===== config.mk =====
export PLATFORM = sky130hd
export DESIGN_NAME = load_store_queue
export DESIGN_NICKNAME = d
export VERILOG_FILES = /design/src/rtl/rv32i_types.sv /design/src/rtl/lsq_mem_align.sv /design/src/rtl/load_store_queue.sv
export SDC_FILE = /design/constraint.sdc
export NUM_CORES = 2
export LEC_CHECK = 0
export CORE_UTILIZATION = 57
export CTS_CLUSTER_SIZE = 24
export DETAILED_ROUTE_END_ITERATION = 12
export PLACE_DENSITY = 0.89
export SLEW_MARGIN = 10
export SYNTH_ARGS = -nofsm -noshare
export SYNTH_HDL_FRONTEND = slang
export SYNTH_HIERARCHICAL = 1
export SYNTH_SLANG_ARGS = --single-unit

===== constraint.sdc =====
create_clock -name clk -period 8.55 [get_ports clk]
set_input_delay 1.71 -clock clk [delete_from_list [all_inputs] [get_ports clk]]
set_output_delay 1.71 -clock clk [all_outputs]
set_load 0.01 [all_outputs]

===== src/rtl/rv32i_types.sv =====
// Shared RV32I memory-op types and LSQ entry layout.
// Entry fields are sized by LSQ_XLEN/LSQ_TAG_W; the queue's WIDTH/TAG_W default to them.
package rv32i_types;

    localparam int LSQ_XLEN  = 32;
    localparam int LSQ_TAG_W = 4;

    typedef enum logic [2:0] {
        LB  = 3'b000,
        LH  = 3'b001,
        LW  = 3'b010,
        LBU = 3'b100,
        LHU = 3'b101
    } load_funct3_t;

    typedef enum logic [2:0] {
        SB = 3'b000,
        SH = 3'b001,
        SW = 3'b010
    } store_funct3_t;

    typedef enum logic [1:0] {
        LSQ_IDLE,
        LSQ_LOAD_WAIT,
        LSQ_STORE_WAIT,
        LSQ_DRAIN
    } lsq_state_t;

    typedef struct packed {
        logic                 valid;
        logic                 is_store;
        logic [2:0]           funct3;
        logic [LSQ_TAG_W-1:0] tag;
        logic [LSQ_XLEN-1:0]  base;
        logic                 base_rdy;
        logic [LSQ_TAG_W-1:0] base_tag;
        logic [LSQ_XLEN-1:0]  data;
        logic                 data_rdy;
        logic [LSQ_TAG_W-1:0] data_tag;
        logic [LSQ_XLEN-1:0]  imm;
    } lsq_entry_t;

    // Access size: 0 = byte, 1 = half, otherwise word.
    function automatic logic [1:0] mem_size(input logic [2:0] f3);
        return f3[1:0];
    endfunction

endpackage


===== src/rtl/lsq_mem_align.sv =====
// Byte-lane steering for the data-memory port: enables, store shift,
// load lane select with sign/zero extension.
module lsq_mem_align
    import rv32i_types::*;
#(
    parameter int WIDTH = LSQ_XLEN
) (
    input  logic [2:0]         i_funct3,
    input  logic [1:0]         i_addr_lo,
    input  logic [WIDTH-1:0]   i_wdata,
    input  logic [WIDTH-1:0]   i_rdata,
    output logic [WIDTH/8-1:0] o_byte_en,
    output logic [WIDTH-1:0]   o_wdata,
    output logic [WIDTH-1:0]   o_ld_data
);

    localparam int BE_W = WIDTH / 8;

    logic             w_is_byte;
    logic             w_is_half;
    logic             w_sext;
    logic [1:0]       w_off;
    logic [WIDTH-1:0] w_lane;

    always_comb begin
        w_is_byte = (mem_size(i_funct3) == 2'b00);
        w_is_half = (mem_size(i_funct3) == 2'b01);
        w_sext    = ~i_funct3[2];
        w_off     = 2'b00;
        o_byte_en = '1;
        unique case (1'b1)
            w_is_byte: begin
                w_off     = i_addr_lo;
                o_byte_en = BE_W'(1) << i_addr_lo;
            end
            w_is_half: begin
                w_off     = {i_addr_lo[1], 1'b0};
                o_byte_en = BE_W'(3) << {i_addr_lo[1], 1'b0};
            end
            default: begin
                w_off     = 2'b00;
                o_byte_en = '1;
            end
        endcase
        o_wdata   = i_wdata << {w_off, 3'b000};
        w_lane    = i_rdata >> {w_off, 3'b000};
        o_ld_data = i_rdata;
        unique case (1'b1)
            w_is_byte: o_ld_data = {{(WIDTH-8){w_lane[7] & w_sext}}, w_lane[7:0]};
            w_is_half: o_ld_data = {{(WIDTH-16){w_lane[15] & w_sext}}, w_lane[15:0]};
            default:   o_ld_data = i_rdata;
        endcase
    end

endmodule


===== src/rtl/load_store_queue.sv =====
// In-order load/store queue issuing one memory transaction at a time from the head.
// Optional perf counters are built when LSQ_PERF_CNT_EN is defined.
module load_store_queue
    import rv32i_types::*;
#(
    parameter int LSQ_SIZE = 5,
    parameter int WIDTH    = LSQ_XLEN,
    parameter int TAG_W    = LSQ_TAG_W
) (
    input  logic               clk,
    input  logic               rst,
    input  logic               flush,
    input  logic               enq_valid,
    input  logic               enq_is_store,
    input  logic [2:0]         enq_funct3,
    input  logic [TAG_W-1:0]   enq_tag,
    input  logic [WIDTH-1:0]   enq_base,
    input  logic [WIDTH-1:0]   enq_data,
    input  logic [WIDTH-1:0]   enq_imm,
    input  logic               enq_base_rdy,
    input  logic               enq_data_rdy,
    input  logic [TAG_W-1:0]   enq_base_tag,
    input  logic [TAG_W-1:0]   enq_data_tag,
    output logic               full,
    input  logic               cdb_valid,
    input  logic [TAG_W-1:0]   cdb_tag,
    input  logic [WIDTH-1:0]   cdb_data,
    input  logic               commit_store_valid,
    input  logic [TAG_W-1:0]   commit_tag,
    input  logic               mem_resp,
    input  logic [WIDTH-1:0]   mem_rdata,
    output logic               mem_read,
    output logic               mem_write,
    output logic [WIDTH/8-1:0] mem_byte_enable,
    output logic [WIDTH-1:0]   mem_address,
    output logic [WIDTH-1:0]   mem_wdata,
    output logic               ld_valid,
    output logic [TAG_W-1:0]   ld_tag,
    output logic [WIDTH-1:0]   ld_data,
    output logic               st_done,
    output logic [TAG_W-1:0]   st_tag
`ifdef LSQ_PERF_CNT_EN
    ,
    output logic [31:0]        perf_loads,
    output logic [31:0]        perf_stores,
    output logic [31:0]        perf_wait_cycles
`endif
);

    localparam int PTR_W = (LSQ_SIZE > 1) ? $clog2(LSQ_SIZE) : 1;
    localparam int CNT_W = $clog2(LSQ_SIZE + 1);
    localparam logic [PTR_W-1:0] LAST    = PTR_W'(LSQ_SIZE - 1);
    localparam logic [CNT_W-1:0] CNT_MAX = CNT_W'(LSQ_SIZE);

    lsq_entry_t       r_q [LSQ_SIZE];
    logic [PTR_W-1:0] r_head;
    logic [PTR_W-1:0] r_tail;
    logic [CNT_W-1:0] r_count;
    lsq_state_t       r_state;

    lsq_entry_t         w_new;
    logic [WIDTH-1:0]   w_addr;
    logic [WIDTH/8-1:0] w_be;
    logic [WIDTH-1:0]   w_wdata;
    logic [WIDTH-1:0]   w_ld_ext;
    logic               w_enq;
    logic               w_deq;
    logic               w_busy;
    logic               w_ld_go;
    logic               w_st_go;

    function automatic logic [PTR_W-1:0] ptr_inc(input logic [PTR_W-1:0] p);
        return (p == LAST) ? '0 : p + 1'b1;
    endfunction

    assign full    = (r_count == CNT_MAX);
    assign w_addr  = r_q[r_head].base + r_q[r_head].imm;
    assign w_busy  = (r_state == LSQ_LOAD_WAIT) || (r_state == LSQ_STORE_WAIT);
    assign w_enq   = enq_valid && !full && !flush;
    assign w_deq   = w_busy && mem_resp && !flush;

    assign w_ld_go = (r_state == LSQ_IDLE) && !flush
                  && r_q[r_head].valid && !r_q[r_head].is_store
                  && r_q[r_head].base_rdy;

    assign w_st_go = (r_state == LSQ_IDLE) && !flush
                  && r_q[r_head].valid && r_q[r_head].is_store
                  && r_q[r_head].base_rdy && r_q[r_head].data_rdy
                  && commit_store_valid
                  && (commit_tag == r_q[r_head].tag);

    lsq_mem_align #(
        .WIDTH(WIDTH)
    ) u_align (
        .i_funct3  (r_q[r_head].funct3),
        .i_addr_lo (w_addr[1:0]),
        .i_wdata   (r_q[r_head].data),
        .i_rdata   (mem_rdata),
        .o_byte_en (w_be),
        .o_wdata   (w_wdata),
        .o_ld_data (w_ld_ext)
    );

    // A broadcast in the dispatch cycle must land in the new entry too.
    always_comb begin
        w_new          = '0;
        w_new.valid    = 1'b1;
        w_new.is_store = enq_is_store;
        w_new.funct3   = enq_funct3;
        w_new.tag      = enq_tag;
        w_new.imm      = enq_imm;
        w_new.base_tag = enq_base_tag;
        w_new.data_tag = enq_data_tag;
        w_new.base     = enq_base;
        w_new.base_rdy = enq_base_rdy;
        w_new.data     = enq_data;
        w_new.data_rdy = enq_data_rdy;
        if (!enq_base_rdy && cdb_valid && cdb_tag == enq_base_tag) begin
            w_new.base     = cdb_data;
            w_new.base_rdy = 1'b1;
        end
        if (!enq_data_rdy && cdb_valid && cdb_tag == enq_data_tag) begin
            w_new.data     = cdb_data;
            w_new.data_rdy = 1'b1;
        end
    end

    always_ff @(posedge clk) begin
        if (rst || flush) begin
            for (int i = 0; i < LSQ_SIZE; i++) begin
                r_q[i].valid <= 1'b0;
            end
        end else begin
            for (int i = 0; i < LSQ_SIZE; i++) begin
                if (r_q[i].valid && cdb_valid) begin
                    if (!r_q[i].base_rdy && r_q[i].base_tag == cdb_tag) begin
                        r_q[i].base     <= cdb_data;
                        r_q[i].base_rdy <= 1'b1;
                    end
                    if (!r_q[i].data_rdy && r_q[i].data_tag == cdb_tag) begin
                        r_q[i].data     <= cdb_data;
                        r_q[i].data_rdy <= 1'b1;
                    end
                end
            end
            if (w_deq) begin
                r_q[r_head].valid <= 1'b0;
            end
            if (w_enq) begin
                r_q[r_tail] <= w_new;
            end
        end
    end

    always_ff @(posedge clk) begin
        if (rst || flush) begin
            r_head  <= '0;
            r_tail  <= '0;
            r_count <= '0;
        end else begin
            if (w_enq) begin
                r_tail <= ptr_inc(r_tail);
            end
            if (w_deq) begin
                r_head <= ptr_inc(r_head);
            end
            r_count <= r_count + CNT_W'(w_enq) - CNT_W'(w_deq);
        end
    end

    always_ff @(posedge clk) begin
        if (rst) begin
            r_state         <= LSQ_IDLE;
            mem_read        <= 1'b0;
            mem_write       <= 1'b0;
            mem_byte_enable <= '0;
            mem_address     <= '0;
            mem_wdata       <= '0;
            ld_valid        <= 1'b0;
            ld_tag          <= '0;
            ld_data         <= '0;
            st_done         <= 1'b0;
            st_tag          <= '0;
        end else begin
            ld_valid <= 1'b0;
            st_done  <= 1'b0;
            unique case (r_state)
                LSQ_IDLE: begin
                    if (w_ld_go) begin
                        r_state         <= LSQ_LOAD_WAIT;
                        mem_read        <= 1'b1;
                        mem_address     <= {w_addr[WIDTH-1:2], 2'b00};
                        mem_byte_enable <= w_be;
                    end else if (w_st_go) begin
                        r_state         <= LSQ_STORE_WAIT;
                        mem_write       <= 1'b1;
                        mem_address     <= {w_addr[WIDTH-1:2], 2'b00};
                        mem_byte_enable <= w_be;
                        mem_wdata       <= w_wdata;
                    end
                end
                LSQ_LOAD_WAIT, LSQ_STORE_WAIT: begin
                    if (mem_resp) begin
                        r_state   <= LSQ_IDLE;
                        mem_read  <= 1'b0;
                        mem_write <= 1'b0;
                        // A flush in the response cycle retires the access silently.
                        if (!flush && r_state == LSQ_LOAD_WAIT) begin
                            ld_valid <= 1'b1;
                            ld_tag   <= r_q[r_head].tag;
                            ld_data  <= w_ld_ext;
                        end
                        if (!flush && r_state == LSQ_STORE_WAIT) begin
                            st_done <= 1'b1;
                            st_tag  <= r_q[r_head].tag;
                        end
                    end else if (flush) begin
                        r_state <= LSQ_DRAIN;
                    end
                end
                LSQ_DRAIN: begin
                    if (mem_resp) begin
                        r_state   <= LSQ_IDLE;
                        mem_read  <= 1'b0;
                        mem_write <= 1'b0;
                    end
                end
                default: r_state <= LSQ_IDLE;
            endcase
        end
    end

`ifdef LSQ_PERF_CNT_EN
    function automatic logic [31:0] sat_inc(input logic [31:0] v);
        return (v == '1) ? v : v + 32'd1;
    endfunction

    always_ff @(posedge clk) begin
        if (rst) begin
            perf_loads       <= '0;
            perf_stores      <= '0;
            perf_wait_cycles <= '0;
        end else begin
            if (ld_valid) begin
                perf_loads <= sat_inc(perf_loads);
            end
            if (st_done) begin
                perf_stores <= sat_inc(perf_stores);
            end
            if ((mem_read || mem_write) && !mem_resp) begin
                perf_wait_cycles <= sat_inc(perf_wait_cycles);
            end
        end
    end
`endif

endmodule


==> reports/qor.txt <==
Largest buffer count on any clock path - 3
Setup Total Neg Slack - 0 ns
Number of hold buffers added after CTS - 0
Metal-1 WL - 42800 um
Maximum clock skew at final layout - 0.0344 ns
Most common cell after layout, fill and taps aside - sky130_fd_sc_hd__edfxtp_1
Placement row count - 103
Maximum fanout encountered on the critical timing path - 61
Reg2Reg Setup Slack - 3.15 ns
Clock sink count - 1020
Post-CTS setup buffer count - 0
Pin count of the biggest net entering global routing - 104
Wire length of the first global-routing pass - 188000 um
DR top layer - met5
Most area-consuming cells after synthesis - sky130_fd_sc_hd__edfxtp_1 (59%), sky130_fd_sc_hd__mux4_2 (10%), sky130_fd_sc_hd__dfxtp_1 (5.9%), sky130_fd_sc_hd__o21ai_0 (4.0%), sky130_fd_sc_hd__nand2_1 (2.7%)
Worst min-delay path class - reg -> reg
Highest ir drop seen on vdd - 0.171 mV
Leading register cell type out of synthesis - sky130_fd_sc_hd__edfxtp_1
Total global-route track usage - 0.314
Worst path arrival time - 6.06 ns
Number of flops mapped to enable cells by yosys - 887
RSZ-0062 raised after global routing - no
Drt total wl - 128000 um
Final slew viol count - 0
Status - complete, no violations
Data required time at the worst endpoint - 9.08 ns
Arithmetic-cell share of the synthesized area counting full adders, half adders and majority gates - 0.0125
Hold violation total from the final report - 0
Number of nets in the layout - 3644
Post-synthesis instance area - 0.0454 mm^2
Design area - 0.0527 mm^2
Share of synthesized cell area in and, or, nand and nor gates - 0.0647
Per-cell routed wire length - 28.1 um
Placed inst area - 0.0494 mm^2
Most frequent cells in the layout - sky130_fd_sc_hd__edfxtp_1 (887), sky130_fd_sc_hd__o21ai_0 (364), sky130_fd_sc_hd__nand2_1 (324)
Area added between synthesis and finish - 16.1%
Via-to-Cell Ratio - 6.62
Mean area per synthesized cell - 14.4 um^2
Total length of routed met2 wires - 61100 um
Type of origin of the critical path - input port
Cell with the largest stage delay on the worst path - sky130_fd_sc_hd__or2_2
Max Cap Viol - 0
Die footprint - 0.0808 mm^2
Number of top-level design ports - 306
Max H-tree Level - 3
Area share of the largest cell type after synthesis - 0.587
Mux cell area share after synthesis - 0.157
Antenna-violating nets left - 0
Count of unique library cells instantiated by Yosys - 74
CTS buffer count - 99
Dominant cell type by area after synthesis - sky130_fd_sc_hd__edfxtp_1
Tightest Pin Transition - 1.33 ns
Total half-perimeter wirelength after legalization and detailed placement - 77600 um
Floorplan core area - 0.0789 mm^2
Depth of the most critical reg-to-reg path - 11
Weighted congestion reported at the end of routability-driven placement - 0.889
Number of DRC markers in iteration 0 - 4151
Flip-flop and latch count after synthesis - 1020
Clock root cell - sky130_fd_sc_hd__clkbuf_16
Initial antenna violation count - 9
Detailed Routing Iterations Pass 1 - 8
Post-Synthesis Cells - 3156
Vias post-DR - 30100
Compound-cell area share of the yosys netlist - 0.0788
TritonCTS clock tree - yes
Reported leakage power - 0.0177 uW
Congestion Overflow GR - 0
Ratio of cells with drive above 1 in the final layout - 0.161
Starting density of the core - 0.576
Skew-Pair Late Insertion Delay - 0.69 ns
Crit-path cells - clkdlybuf4s50_1, or2_2, or3_1, or2_2, buf_4, inv_2, buf_4, nor2_1, a21oi_1
Worst-case hold slack - 0.451 ns
Die X - 284 um
Setup-failing EPs final - 0
CP peak stage delay - 0.79 ns
CP Capture Type - register
# DRC - 0
Met3 Wirelength - 16300 um
Period minus WS final - 5.53 ns
Resized cells post-CTS - 0
CTS clk-pin slew, worst paths - 0.06 ns
Crit path kind - in -> reg
Worst-case headroom to the max-slew limit - 0.112
Area share of xor/xnor cells in the synthesized design - 0.0147
Final cycle utilization of the critical path - 0.647
Total of buffers placed on input and output ports - 303
Ys Warns - 6
Power density over cell area - 209 mW/mm^2
Async set-or-reset flop fraction in the synthesized netlist - 0
Highest clock rate - 0.181 GHz
Sequential cell area fraction in the yosys report - 0.645
Cell count of the worst hold path - 2
Combinational family with the most area after synthesis - multiplexers
Die H - 284 um
Vias in the first global route - 30000
==> power breakdown <==
| group | switching [uW] | total, uW | internal (uW) |
|---|---|---|---|
| clock network | 1920 | 4540 | 2620 |
| logic | 578 | 997 | 420 |
| registers | 30.4 | 5460 | 5430 |
==> cells by family after synthesis <==
group / count (synthesis)
flip-flops: 1020
AND/OR/NAND/NOR: 646
AO/OA/AOI/OAI: 635
multiplexers: 434
buffers and inverters: 300
XOR/XNOR: 76
adder cells (fa/ha/maj): 44
other: 1
==> registers in the layout, indices dropped and copies added (netlist names), 4 cells and up, named ones only <==
signal / cells
r_q: 896
ld_data: 32
mem_wdata: 32
mem_address: 30
ld_tag: 4
mem_byte_enable: 4
st_tag: 4
==> layer usage <==
layer / global-route usage / up-vias
met3: 0.0749 / 477
met1: 0.391 / 14500
met5: 0 / -
li1: - / 12500
met4: 0.171 / 2
met2: 0.511 / 2572
==> path summary, 6_finish.rpt <==
| check | from | end |
|---|---|---|
| setup / recovery | flush | r_q[3][73]$_DFFE_PP_ |
| hold / removal | mem_address[6]$_SDFFE_PP0P_ | mem_address[6]$_SDFFE_PP0P_ |
| hold reg to reg | mem_address[6]$_SDFFE_PP0P_ | mem_address[6]$_SDFFE_PP0P_ |
| setup reg to reg | register | mem_wdata[30]$_SDFFE_PP0P_ |
==> cells in the mapped netlist (15+ instances only) <==
library cell and count:
sky130_fd_sc_hd__xor2_1 32, sky130_fd_sc_hd__a21o_1 16, sky130_fd_sc_hd__a22oi_1 19, sky130_fd_sc_hd__a21oi_1 136, sky130_fd_sc_hd__mux4_2 211, sky130_fd_sc_hd__o21ai_0 364
sky130_fd_sc_hd__mux2i_1 118, sky130_fd_sc_hd__inv_1 98, sky130_fd_sc_hd__and2_1 44, sky130_fd_sc_hd__a211oi_1 22, sky130_fd_sc_hd__xnor2_1 44, sky130_fd_sc_hd__dfxtp_1 133
sky130_fd_sc_hd__ha_1 42, sky130_fd_sc_hd__mux2_2 104, sky130_fd_sc_hd__buf_2 21, sky130_fd_sc_hd__nor2_1 120, sky130_fd_sc_hd__nor2b_1 16, sky130_fd_sc_hd__o21ai_2 19
sky130_fd_sc_hd__nand2_1 324, sky130_fd_sc_hd__nor3_1 15, sky130_fd_sc_hd__buf_1 46, sky130_fd_sc_hd__nand3_1 24, sky130_fd_sc_hd__edfxtp_1 887, sky130_fd_sc_hd__nand2b_1 43
sky130_fd_sc_hd__nand4_1 16, sky130_fd_sc_hd__clkbuf_1 122
==> through the flow <==
stage	util	total power, uW	setup slack (ns)	cells
after floorplan	-	6160	0.969	3157
after global placement	0.626	6490	2.56	4356
after detailed placement	0.626	6520	2.50	4356
after CTS	0.668	11000	3.16	4538
after global routing	0.668	11300	2.83	4543
final	0.668	11000	3.02	4545
==> critical path: cells and delay by family <==
kind	cells	cell delay [ns]
buf+inv	4	2.20
simple gates	4	1.91
compound gates	1	0.17
==> layout make-up <==
class / count / area [um^2]
antenna: 7 / 17.5
clock buffer: 128 / 2680
clock inverter: 54 / 669
fill: 5018 / 26200
inverter: 100 / 375
multi-input combinational: 1837 / 14900
sequential: 1020 / 29300
tap: 1050 / 1310
timing repair buffer: 349 / 3430
(Power assumes the default switching activity.)
